===== config.mk =====
export PLATFORM = sky130hd
export DESIGN_NAME = byte_strip
export DESIGN_NICKNAME = d
export VERILOG_FILES = /design/src/rtl/byte_strip.sv
export SDC_FILE = /design/constraint.sdc
export NUM_CORES = 1
export LEC_CHECK = 0
export ABC_CLOCK_PERIOD_IN_PS = 1800
export BUFFER_PORTS_ARGS = -buffer_cell sky130_fd_sc_hd__buf_4
export CAP_MARGIN = 20
export CORE_ASPECT_RATIO = 1.5
export CORE_MARGIN = 3
export CORE_UTILIZATION = 49
export DETAILED_ROUTE_END_ITERATION = 12
export GPL_ROUTABILITY_DRIVEN = 1
export PLACE_DENSITY_LB_ADDON = 0.05
export SYNTH_ARGS = -nofsm -noshare
export SYNTH_HDL_FRONTEND = slang
export SYNTH_SLANG_ARGS = --single-unit

===== constraint.sdc =====
create_clock -name CLK -period 1.8 [get_ports CLK]
set_clock_uncertainty 0.2 [all_clocks]
set_input_delay 0.18 -clock CLK [delete_from_list [all_inputs] [get_ports CLK]]
set_output_delay 0.18 -clock CLK [all_outputs]
set_load 0.02 [all_outputs]

===== src/rtl/byte_strip.sv =====
// byte_strip -- transmit-side four-lane byte striper.
//
// Takes a serial byte stream (D + K flag) and deals consecutive bytes
// round-robin onto LANE0..LANE3, lane 0 taking the first byte of each group.
// A completed group is presented on all four lanes at once and is handed
// downstream through LANE_VALID/LANE_READY.
//
// Ports:
//   CLK                  single clock, rising edge
//   RESET_L              asynchronous active-low reset
//   D, DK                input byte and its K/control flag
//   IN_VALID, IN_READY   input handshake (IN_READY never looks at IN_VALID)
//   FLUSH                level request to close a partial group
//   LANE0..LANE3         striped bytes of the presented group
//   DK_0..DK_3           K flags matching LANE0..LANE3
//   LANE_VALID           lane outputs hold a complete group
//   LANE_READY           downstream consumes the group
//   FILL                 number of bytes currently staged (0..3)
//
// Build option:
//   BYTE_STRIP_PAD_EN    when defined, FLUSH emits the partial group padded
//                        with IDLE_SYM (K28.5, DK=1); when undefined, FLUSH
//                        silently discards the staged bytes.

module byte_strip #(
    parameter int DATA_W = 8
) (
    input  logic              CLK,
    input  logic              RESET_L,
    input  logic [DATA_W-1:0] D,
    input  logic              DK,
    input  logic              IN_VALID,
    output logic              IN_READY,
    input  logic              FLUSH,
    output logic [DATA_W-1:0] LANE0,
    output logic [DATA_W-1:0] LANE1,
    output logic [DATA_W-1:0] LANE2,
    output logic [DATA_W-1:0] LANE3,
    output logic              DK_0,
    output logic              DK_1,
    output logic              DK_2,
    output logic              DK_3,
    output logic              LANE_VALID,
    input  logic              LANE_READY,
    output logic [1:0]        FILL
);

`ifdef BYTE_STRIP_PAD_EN
    localparam logic [DATA_W-1:0] IDLE_SYM = DATA_W'(8'hBC);

    // Staged lanes keep their byte; lanes beyond the fill point get K28.5.
    function automatic logic [DATA_W:0] pad_byte(input logic keep,
                                                 input logic [DATA_W-1:0] d,
                                                 input logic k);
        return keep ? {k, d} : {1'b1, IDLE_SYM};
    endfunction
`endif

    logic [1:0]        fill_p0;
    logic [DATA_W-1:0] stg_d_p0 [3];
    logic              stg_k_p0 [3];
    logic [DATA_W-1:0] lane_d_p1 [4];
    logic              lane_k_p1 [4];
    logic              vld_p1;

    logic              slot_free;
    logic              acc;
    logic              complete;
    logic [1:0]        fill_adv;
    logic [1:0]        fill_nxt;
    logic              load;
    logic [DATA_W-1:0] stg_d_n  [3];
    logic              stg_k_n  [3];
    logic [DATA_W-1:0] lane_d_n [4];
    logic              lane_k_n [4];

    assign slot_free = !vld_p1 || LANE_READY;

`ifdef BYTE_STRIP_PAD_EN
    // A flush waiting on a busy output slot also freezes the input, so the
    // partial group cannot grow while it waits.
    assign IN_READY = RESET_L &&
                      !(!slot_free && (fill_p0 == 2'd3 || (FLUSH && fill_p0 != 2'd0)));
`else
    assign IN_READY = RESET_L && !(!slot_free && fill_p0 == 2'd3);
`endif

    assign acc      = IN_VALID && IN_READY;
    assign complete = acc && (fill_p0 == 2'd3);
    assign fill_adv = acc ? fill_p0 + 2'd1 : fill_p0;

    // Staging after this edge's byte; a flush on the same edge sees it.
    always_comb begin
        stg_d_n = stg_d_p0;
        stg_k_n = stg_k_p0;
        if (acc && fill_p0 != 2'd3) begin
            stg_d_n[fill_p0] = D;
            stg_k_n[fill_p0] = DK;
        end
    end

    always_comb begin
        load     = complete;
        fill_nxt = fill_adv;
        // The lane-3 byte bypasses staging straight into the output stage.
        lane_d_n[0] = stg_d_p0[0];
        lane_d_n[1] = stg_d_p0[1];
        lane_d_n[2] = stg_d_p0[2];
        lane_d_n[3] = D;
        lane_k_n[0] = stg_k_p0[0];
        lane_k_n[1] = stg_k_p0[1];
        lane_k_n[2] = stg_k_p0[2];
        lane_k_n[3] = DK;
`ifdef BYTE_STRIP_PAD_EN
        // A completing byte leaves fill_adv at 0, so it never pads.
        if (FLUSH && fill_adv != 2'd0 && slot_free) begin
            load     = 1'b1;
            fill_nxt = 2'd0;
            {lane_k_n[0], lane_d_n[0]} = pad_byte(fill_adv > 2'd0, stg_d_n[0], stg_k_n[0]);
            {lane_k_n[1], lane_d_n[1]} = pad_byte(fill_adv > 2'd1, stg_d_n[1], stg_k_n[1]);
            {lane_k_n[2], lane_d_n[2]} = pad_byte(fill_adv > 2'd2, stg_d_n[2], stg_k_n[2]);
            lane_d_n[3] = IDLE_SYM;
            lane_k_n[3] = 1'b1;
        end
`else
        if (FLUSH && fill_adv != 2'd0) begin
            fill_nxt = 2'd0;
        end
`endif
    end

    // Stage p0: fill pointer and byte staging
    always_ff @(posedge CLK or negedge RESET_L) begin
        if (!RESET_L) begin
            fill_p0 <= 2'd0;
            for (int i = 0; i < 3; i++) begin
                stg_d_p0[i] <= '0;
                stg_k_p0[i] <= 1'b0;
            end
        end else begin
            fill_p0  <= fill_nxt;
            stg_d_p0 <= stg_d_n;
            stg_k_p0 <= stg_k_n;
        end
    end

    // Stage p1: aligned four-lane output group
    always_ff @(posedge CLK or negedge RESET_L) begin
        if (!RESET_L) begin
            vld_p1 <= 1'b0;
            for (int i = 0; i < 4; i++) begin
                lane_d_p1[i] <= '0;
                lane_k_p1[i] <= 1'b0;
            end
        end else begin
            if (load) begin
                vld_p1    <= 1'b1;
                lane_d_p1 <= lane_d_n;
                lane_k_p1 <= lane_k_n;
            end else if (vld_p1 && LANE_READY) begin
                vld_p1 <= 1'b0;
            end
        end
    end

    assign LANE0      = lane_d_p1[0];
    assign LANE1      = lane_d_p1[1];
    assign LANE2      = lane_d_p1[2];
    assign LANE3      = lane_d_p1[3];
    assign DK_0       = lane_k_p1[0];
    assign DK_1       = lane_k_p1[1];
    assign DK_2       = lane_k_p1[2];
    assign DK_3       = lane_k_p1[3];
    assign LANE_VALID = vld_p1;
    assign FILL       = fill_p0;

endmodule


==> impl_metrics.json, run 1 <==
{
  "status": "finished clean",
  "cts_sinks": 66,
  "met2_usage": 0.285,
  "path_cells": "ha_4 > nor3b_4 > buf_6 > buf_8 > mux2_2",
  "crit_slowest_cell": "dfrtp_2",
  "met3_usage": 0.0463,
  "cts_tree": "done",
  "dieArea_um2": 6520,
  "cp.arrival_ps": 1780,
  "fin_cells": 306,
  "cts.htree.levels": 3,
  "drt-pass1-iter-count": 4,
  "critical_path.max_fanout": 11,
  "final_common_cell": "dfrtp_1",
  "fin_crit_sh": 0.978,
  "grt_pass1_vias": 1681,
  "die_h_um": 97.4,
  "placed_area_um2": 3190,
  "area_growth_syn_to_layout_pct": 30.7,
  "final_area_um2": 3570,
  "worst-slew-pin-transition_ps": 761,
  "ys_seq_elements": 66,
  "synthTopCellsByArea": "dfrtp_1 61%, mux2_4 16%, mux2_2 14%, buf_12 2.2%, ha_1 1.8%",
  "synth_cell_types": 18,
  "hpwlAfterDp_um": 3370,
  "peakVddDrop_uv": 526,
  "clkLatencyLatePin_ps": 330,
  "ant_nets": 0,
  "avgSynthCellArea_um2": 17.6,
  "grt_util_met1": 0.218,
  "setup_viol": 0,
  "cap_violations": 0,
  "synth_top_area_cell": "dfrtp_1",
  "wl_um": 5160,
  "hold_class": "input pin to async pin",
  "placed_cells": 276,
  "pin_count": 54,
  "grt_overflow_total": 0,
  "io_buffers": 53,
  "gp_congestion": 0.752,
  "path_class": "register to register",
  "syn_area_um2": 2730,
  "cp_slowest_stage_delay_ps": 410,
  "syn_inst": 155,
  "setup.worst_path.start_class": "register",
  "reg2reg_depth": 5,
  "start_util": 0.520,
  "synth_top_area_frac": 0.605,
  "root_buffer": "clkbuf_8",
  "grt_antenna_before_repair": 0,
  "antenna_cells": 0,
  "fmax_ghz": 0.568,
  "final_layout_size_suffix_gt1_frac": 0.626,
  "crit_start": "FILL[0]$_DFF_PN0_",
  "route.detailed.drc": 0,
  "yosys_warnings": 0,
  "core.rowCount": 32,
  "top_usage_layer": "met2",
  "crit_path_end_kind": "register",
  "nets": 252,
  "grt_pass1_wl_um": 8530,
  "detail_route.iter0.violations": 82,
  "die_x_um": 66.9,
  "finalMaxSlewViolations": 0,
  "cts_buffer_depth": 2,
  "coreArea_um2": 5250,
  "hold_viol_final": 0,
  "period_minus_slack_ps": 1760,
  "grt_max_degree": 65,
  "cts_buffers": 9,
  "rr_startpoint": "FILL[0]$_DFF_PN0_",
  "final_cell_mix": "64 x dfrtp_1, 56 x buf_4, 35 x mux2_4, 29 x mux2_2, 11 x dlygate4sd3_1",
  "rsz0062_at_grt": "yes",
  "synth-seq-area-share": 0.605,
  "path_clk_slew_ps": 60,
  "grt_use_total": 0.178,
  "power.total_mw": 3.32,
  "syn_nets": 173,
  "power_density_nw_per_um2": 930,
  "vias_per_cell": 5.02,
  "relSlewSlack": 0.493,
  "route.vias.total": 1537,
  "power_leakage_nw": 1.80,
  "utilization": 0.680,
  "wl_per_cell_um": 16.9,
  "critPathRequiredTime_ps": 1820
}
-- cells in the mapped netlist, drive strengths merged --
| master | number |
|---|---|
| inv | 2 |
| nor3b | 1 |
| nor2 | 2 |
| mux2i | 1 |
| ha | 4 |
| buf | 4 |
| nand2 | 3 |
| nand2b | 2 |
| or2 | 1 |
| mux2 | 64 |
| nor2b | 1 |
| a21oi | 1 |
| a21boi | 1 |
| dfrtp | 66 |
| and3b | 1 |
| nand4b | 1 |
-- layer usage --
| metal | vias to the layer above | part of all wire | wire length [um] |
|---|---|---|---|
| met5 | - | 0 | 0 |
| met4 | 0 | 0.011 | 58 |
| met3 | 5 | 0.040 | 207 |
| met2 | 38 | 0.53 | 2710 |
| met1 | 794 | 0.42 | 2180 |
| li1 | 700 | - | - |
-- sequential cells by signal, indices dropped and copies added, names as in the netlist --
signal      cells
DK_0            1
DK_1            1
DK_2            1
DK_3            1
FILL            2
LANE0           8
LANE1           8
LANE2           8
LANE3           8
LANE_VALID      1
lane_d_n       24
lane_k_n        3
-- what timing repair did --
item / CTS / global route
hold buffers: 11 / 0
cloned: 1 / 0
hold endpoints to repair: 103 / 0
gates resized for setup: 6 / 9
setup endpoints to repair: 41 / 47
pin swaps: 1 / 0
setup buffers: 2 / 1
-- report_power, final --
group | internal [mW] | switching, mW | total, mW
Clock | 0.483 | 0.514 | 0.997
Combinational | 0.299 | 0.210 | 0.509
Sequential | 1.69 | 0.118 | 1.81
-- cells by family (layout without fill, tap and decap cells) --
| kind of cell | Yosys count | after routing | synth area share |
|---|---|---|---|
| multiplexers | 65 | 65 | 0.308 |
| adder cells (fa/ha/maj) | 4 | 4 | 0.0183 |
| AO/OA/AOI/OAI | 2 | 2 | 0.00458 |
| buffers and inverters | 6 | 89 | 0.0289 |
| flip-flops | 66 | 66 | 0.605 |
| AND/OR/NAND/NOR | 12 | 12 | 0.0353 |
-- stage by stage --
stage | setup WS [ps] | hold slack [ps] | TNS (ps)
final | 39.1 | 55.3 | 0
after floorplan | 40.8 | -316 | 0
after detailed placement | -34.9 | -206 | -287
after CTS | 5.24 | 22.1 | 0
after global routing | -35.8 | 48.3 | -121
after global placement | 26.6 | -211 | 0
-- worst paths after layout --
path	end	slack, ps
max reg2reg	LANE0[0]$_DFFE_PN0P_	40
max	LANE0[0]$_DFFE_PN0P_	40
min in group CLK	LANE_VALID$_DFFE_PN0P_	80
max in group asynchronous	LANE1[7]$_DFFE_PN0P_	370
min reg2reg	LANE2[1]$_DFFE_PN0P_	290
min	FILL[1]$_DFF_PN0_	60
-- final cells by class --
cell class | instances | area (um2)
Fill cell | 393 | 1680
Inverter | 2 | 7.51
Tap cell | 68 | 85.1
Multi-Input combinational cell | 83 | 1050
Timing Repair Buffer | 72 | 616
Clock buffer | 11 | 131
Clock inverter | 4 | 20.0
Sequential cell | 66 | 1650
-- worst max-delay path, delay by kind of cell (launching register included) --
| family | cells | cell delay, ps |
|---|---|---|
| and+or+nand+nor | 1 | 220 |
| adders and majority gates | 1 | 160 |
| muxes | 1 | 350 |
| DFF | 1 | 410 |
| buffers and inverters | 2 | 300 |
Note: power is estimated with default switching activity, not from simulation.
==> run 2: changes to the inputs <==
- ABC_CLOCK_PERIOD_IN_PS: 1800 -> 1700
- CORE_UTILIZATION: 49 -> 54
- HOLD_SLACK_MARGIN: not set -> 0.12
- clock period: 1.8 -> 1.7 ns (I/O delays scaled with it)
==> run 2 against run 1 <==
The flow now finishes with violations (setup timing). Maximum frequency rose by 1.4%. Non-clock buffer count rose by 7. Combinational power increased by 10%. Via count rose by 1.8%. Register-to-register slack worse by 70 ps. Hold slack better by 100 ps. Power up 8.7%. Core utilization rose by 8.2 points. Sequential share of layout area is 1.6 points lower. Sequential power grew 6%. Clock power is 13% higher. Cell count increased by 2.0%. Critical endpoint is now LANE1[5]$_DFFE_PN0P_.
==> impl_metrics.json, run 2 (synthesis results as in run 1) <==
{
  "status": "finished, violations left",
  "violations": "setup timing",
  "pre_cts_ws_ps": -81.5,
  "fin_cells": 312,
  "clkLatencyLatePin_ps": 330,
  "start_util": 0.563,
  "path_cells": "ha_4 > nor3b_4 > buf_4 > clkbuf_16 > mux2_4",
  "grt_pass1_vias": 1721,
  "worst-slew-pin-transition_ps": 758,
  "grt_overflow_total": 0,
  "critical_path.max_fanout": 7,
  "netSwitchingFraction": 0.256,
  "setup.worst_path.start_class": "register",
  "netSwitchingPower_mw": 0.924,
  "largest_reg_flops": 24,
  "grt_max_degree": 64,
  "cts_tree": "done",
  "route.detailed.drc": 0,
  "relSlewSlack": 0.495,
  "rsz0062_at_grt": "yes",
  "fillers": 318,
  "gp_congestion": 0.733,
  "crit_cells": 5,
  "period_minus_slack_ps": 1740,
  "clockPowerShare": 0.313,
  "detail_route.iter0.violations": 57,
  "peakVddDrop_uv": 581,
  "power_density_nw_per_um2": 975,
  "critPathRequiredTime_ps": 1720,
  "area_growth_syn_to_layout_pct": 35.5,
  "rr_startpoint": "FILL[0]$_DFF_PN0_",
  "cts_sinks": 66,
  "utilization": 0.763,
  "grt_antenna_before_repair": 0,
  "path_class": "register to register",
  "p_int_mw": 2.68,
  "cap_violations": 0,
  "final_area_um2": 3700,
  "ant_nets": 0,
  "worstReg2RegEnd": "LANE1[5]$_DFFE_PN0P_",
  "cts_buffer_depth": 2,
  "grt_pass1_wl_um": 8720,
  "hold_viol_final": 0,
  "root_buffer": "clkbuf_8",
  "reg2reg_depth": 5,
  "antenna_cells": 0,
  "wl_per_cell_um": 17.5,
  "die_x_um": 64.0,
  "coreArea_um2": 4850,
  "finalMaxSlewViolations": 0,
  "critPathBufInv": 2,
  "r2r_slack_ps": -40,
  "fmax_ghz": 0.576,
  "final_cell_mix": "64 x dfrtp_1, 60 x buf_4, 36 x mux2_4, 28 x mux2_2, 13 x dlygate4sd3_1",
  "power.total_mw": 3.61,
  "cp_slowest_stage_delay_ps": 400,
  "fin_ws_ps": -35.9,
  "setup_viol": 29,
  "io_buffers": 53,
  "final_common_cell": "dfrtp_1",
  "setup-tns-final_ps": -372,
  "die_h_um": 93.1,
  "placed_cells": 276,
  "vias_per_cell": 5.01,
  "final_layout_size_suffix_gt1_frac": 0.634,
  "crit_slowest_cell": "dfrtp_2",
  "crit_start": "FILL[0]$_DFF_PN0_",
  "whs_ps": 157,
  "core.rowCount": 31,
  "power_leakage_nw": 1.82,
  "nets": 259,
  "placed_area_um2": 3220,
  "pin_count": 54,
  "path_clk_slew_ps": 70,
  "crit_path_end_kind": "register",
  "grt_use_total": 0.197,
  "hpwlAfterDp_um": 3340,
  "worstHoldStart": "IN_VALID",
  "cts_buffers": 9,
  "seq_power_share": 0.531,
  "route.vias.total": 1564,
  "dieArea_um2": 5960,
  "wl_um": 5470,
  "cp.arrival_ps": 1750,
  "hold_class": "input pin to register",
  "fin_crit_sh": 1.02,
  "endpoint": "LANE1[5]$_DFFE_PN0P_",
  "cts.htree.levels": 3,
  "p_comb_frac": 0.156,
  "drt-pass1-iter-count": 4,
  "cp_top_family": "flip-flops"
}
==> run 2: changes by cell type in the layout (fill, tap and decap cells not counted), moves of 2 or more <==
cell | before | now
clkinvlp_4 | 0 | 2
nand2_8 | 0 | 2
dlygate4sd3_1 | 11 | 13
clkbuf_16 | 0 | 2
buf_12 | 1 | 3
buf_4 | 56 | 60
==> run 2: worst register-to-register path, stage by stage, from the launching register on <==
cell	delay, ps
dfrtp_2	400
ha_4	160
nor3b_4	210
buf_4	180
clkbuf_16	170
mux2_4	300
==> run 2: repair_timing <==
item | CTS | global route
pin swaps | 0 | 3
endpoints found under the setup margin | 55 | 63
setup buffers | 4 | 1
hold endpoints to repair | 104 | 0
hold buffers | 13 | 0
gates resized for setup | 10 | 10
gates cloned | 1 | 2
==> run 2: layout make-up <==
cell class	count	area (um2)	area share
sequential	66	1650	0.447
multi-input combinational	83	1080	0.292
timing repair buffer	79	702	0.190
clock buffer	11	141	0.0382
tap	66	82.6	0.0223
clock inverter	5	30.0	0.00812
inverter	2	7.51	0.00203
==> run 2: worst min path at each step <==
stage | end | slack [ps] | cells after the start
final | lane_d_n[12]$_DFFE_PN0P_ | 160 | 3
after global routing | LANE_VALID$_DFFE_PN0P_ | 150 | 4
after detailed placement | LANE_VALID$_DFFE_PN0P_ | -200 | 1
after global placement | LANE_VALID$_DFFE_PN0P_ | -210 | 1
after floorplan | DK_0$_DFFE_PN0P_ | -330 | 0
after CTS | lane_d_n[14]$_DFFE_PN0P_ | 140 | 3
==> run 2: metal layers <==
layer,GRT usage,up-vias,part of all wire
met1,0.232,813,0.41
met2,0.325,38,0.54
met4,0.0955,0,0.0097
met3,0.0601,4,0.039
li1,-,709,-
met5,0,-,0
==> run 2: power by group through the flow <==
stage                     sequential, mW  combinational [mW]  clock [mW]
after floorplan                     1.97               0.254           0
after global placement              1.93               0.497           0
after detailed placement            1.94               0.517           0
after CTS                           1.91               0.556        1.17
after global routing                1.94               0.610        1.24
final                               1.92               0.562        1.13
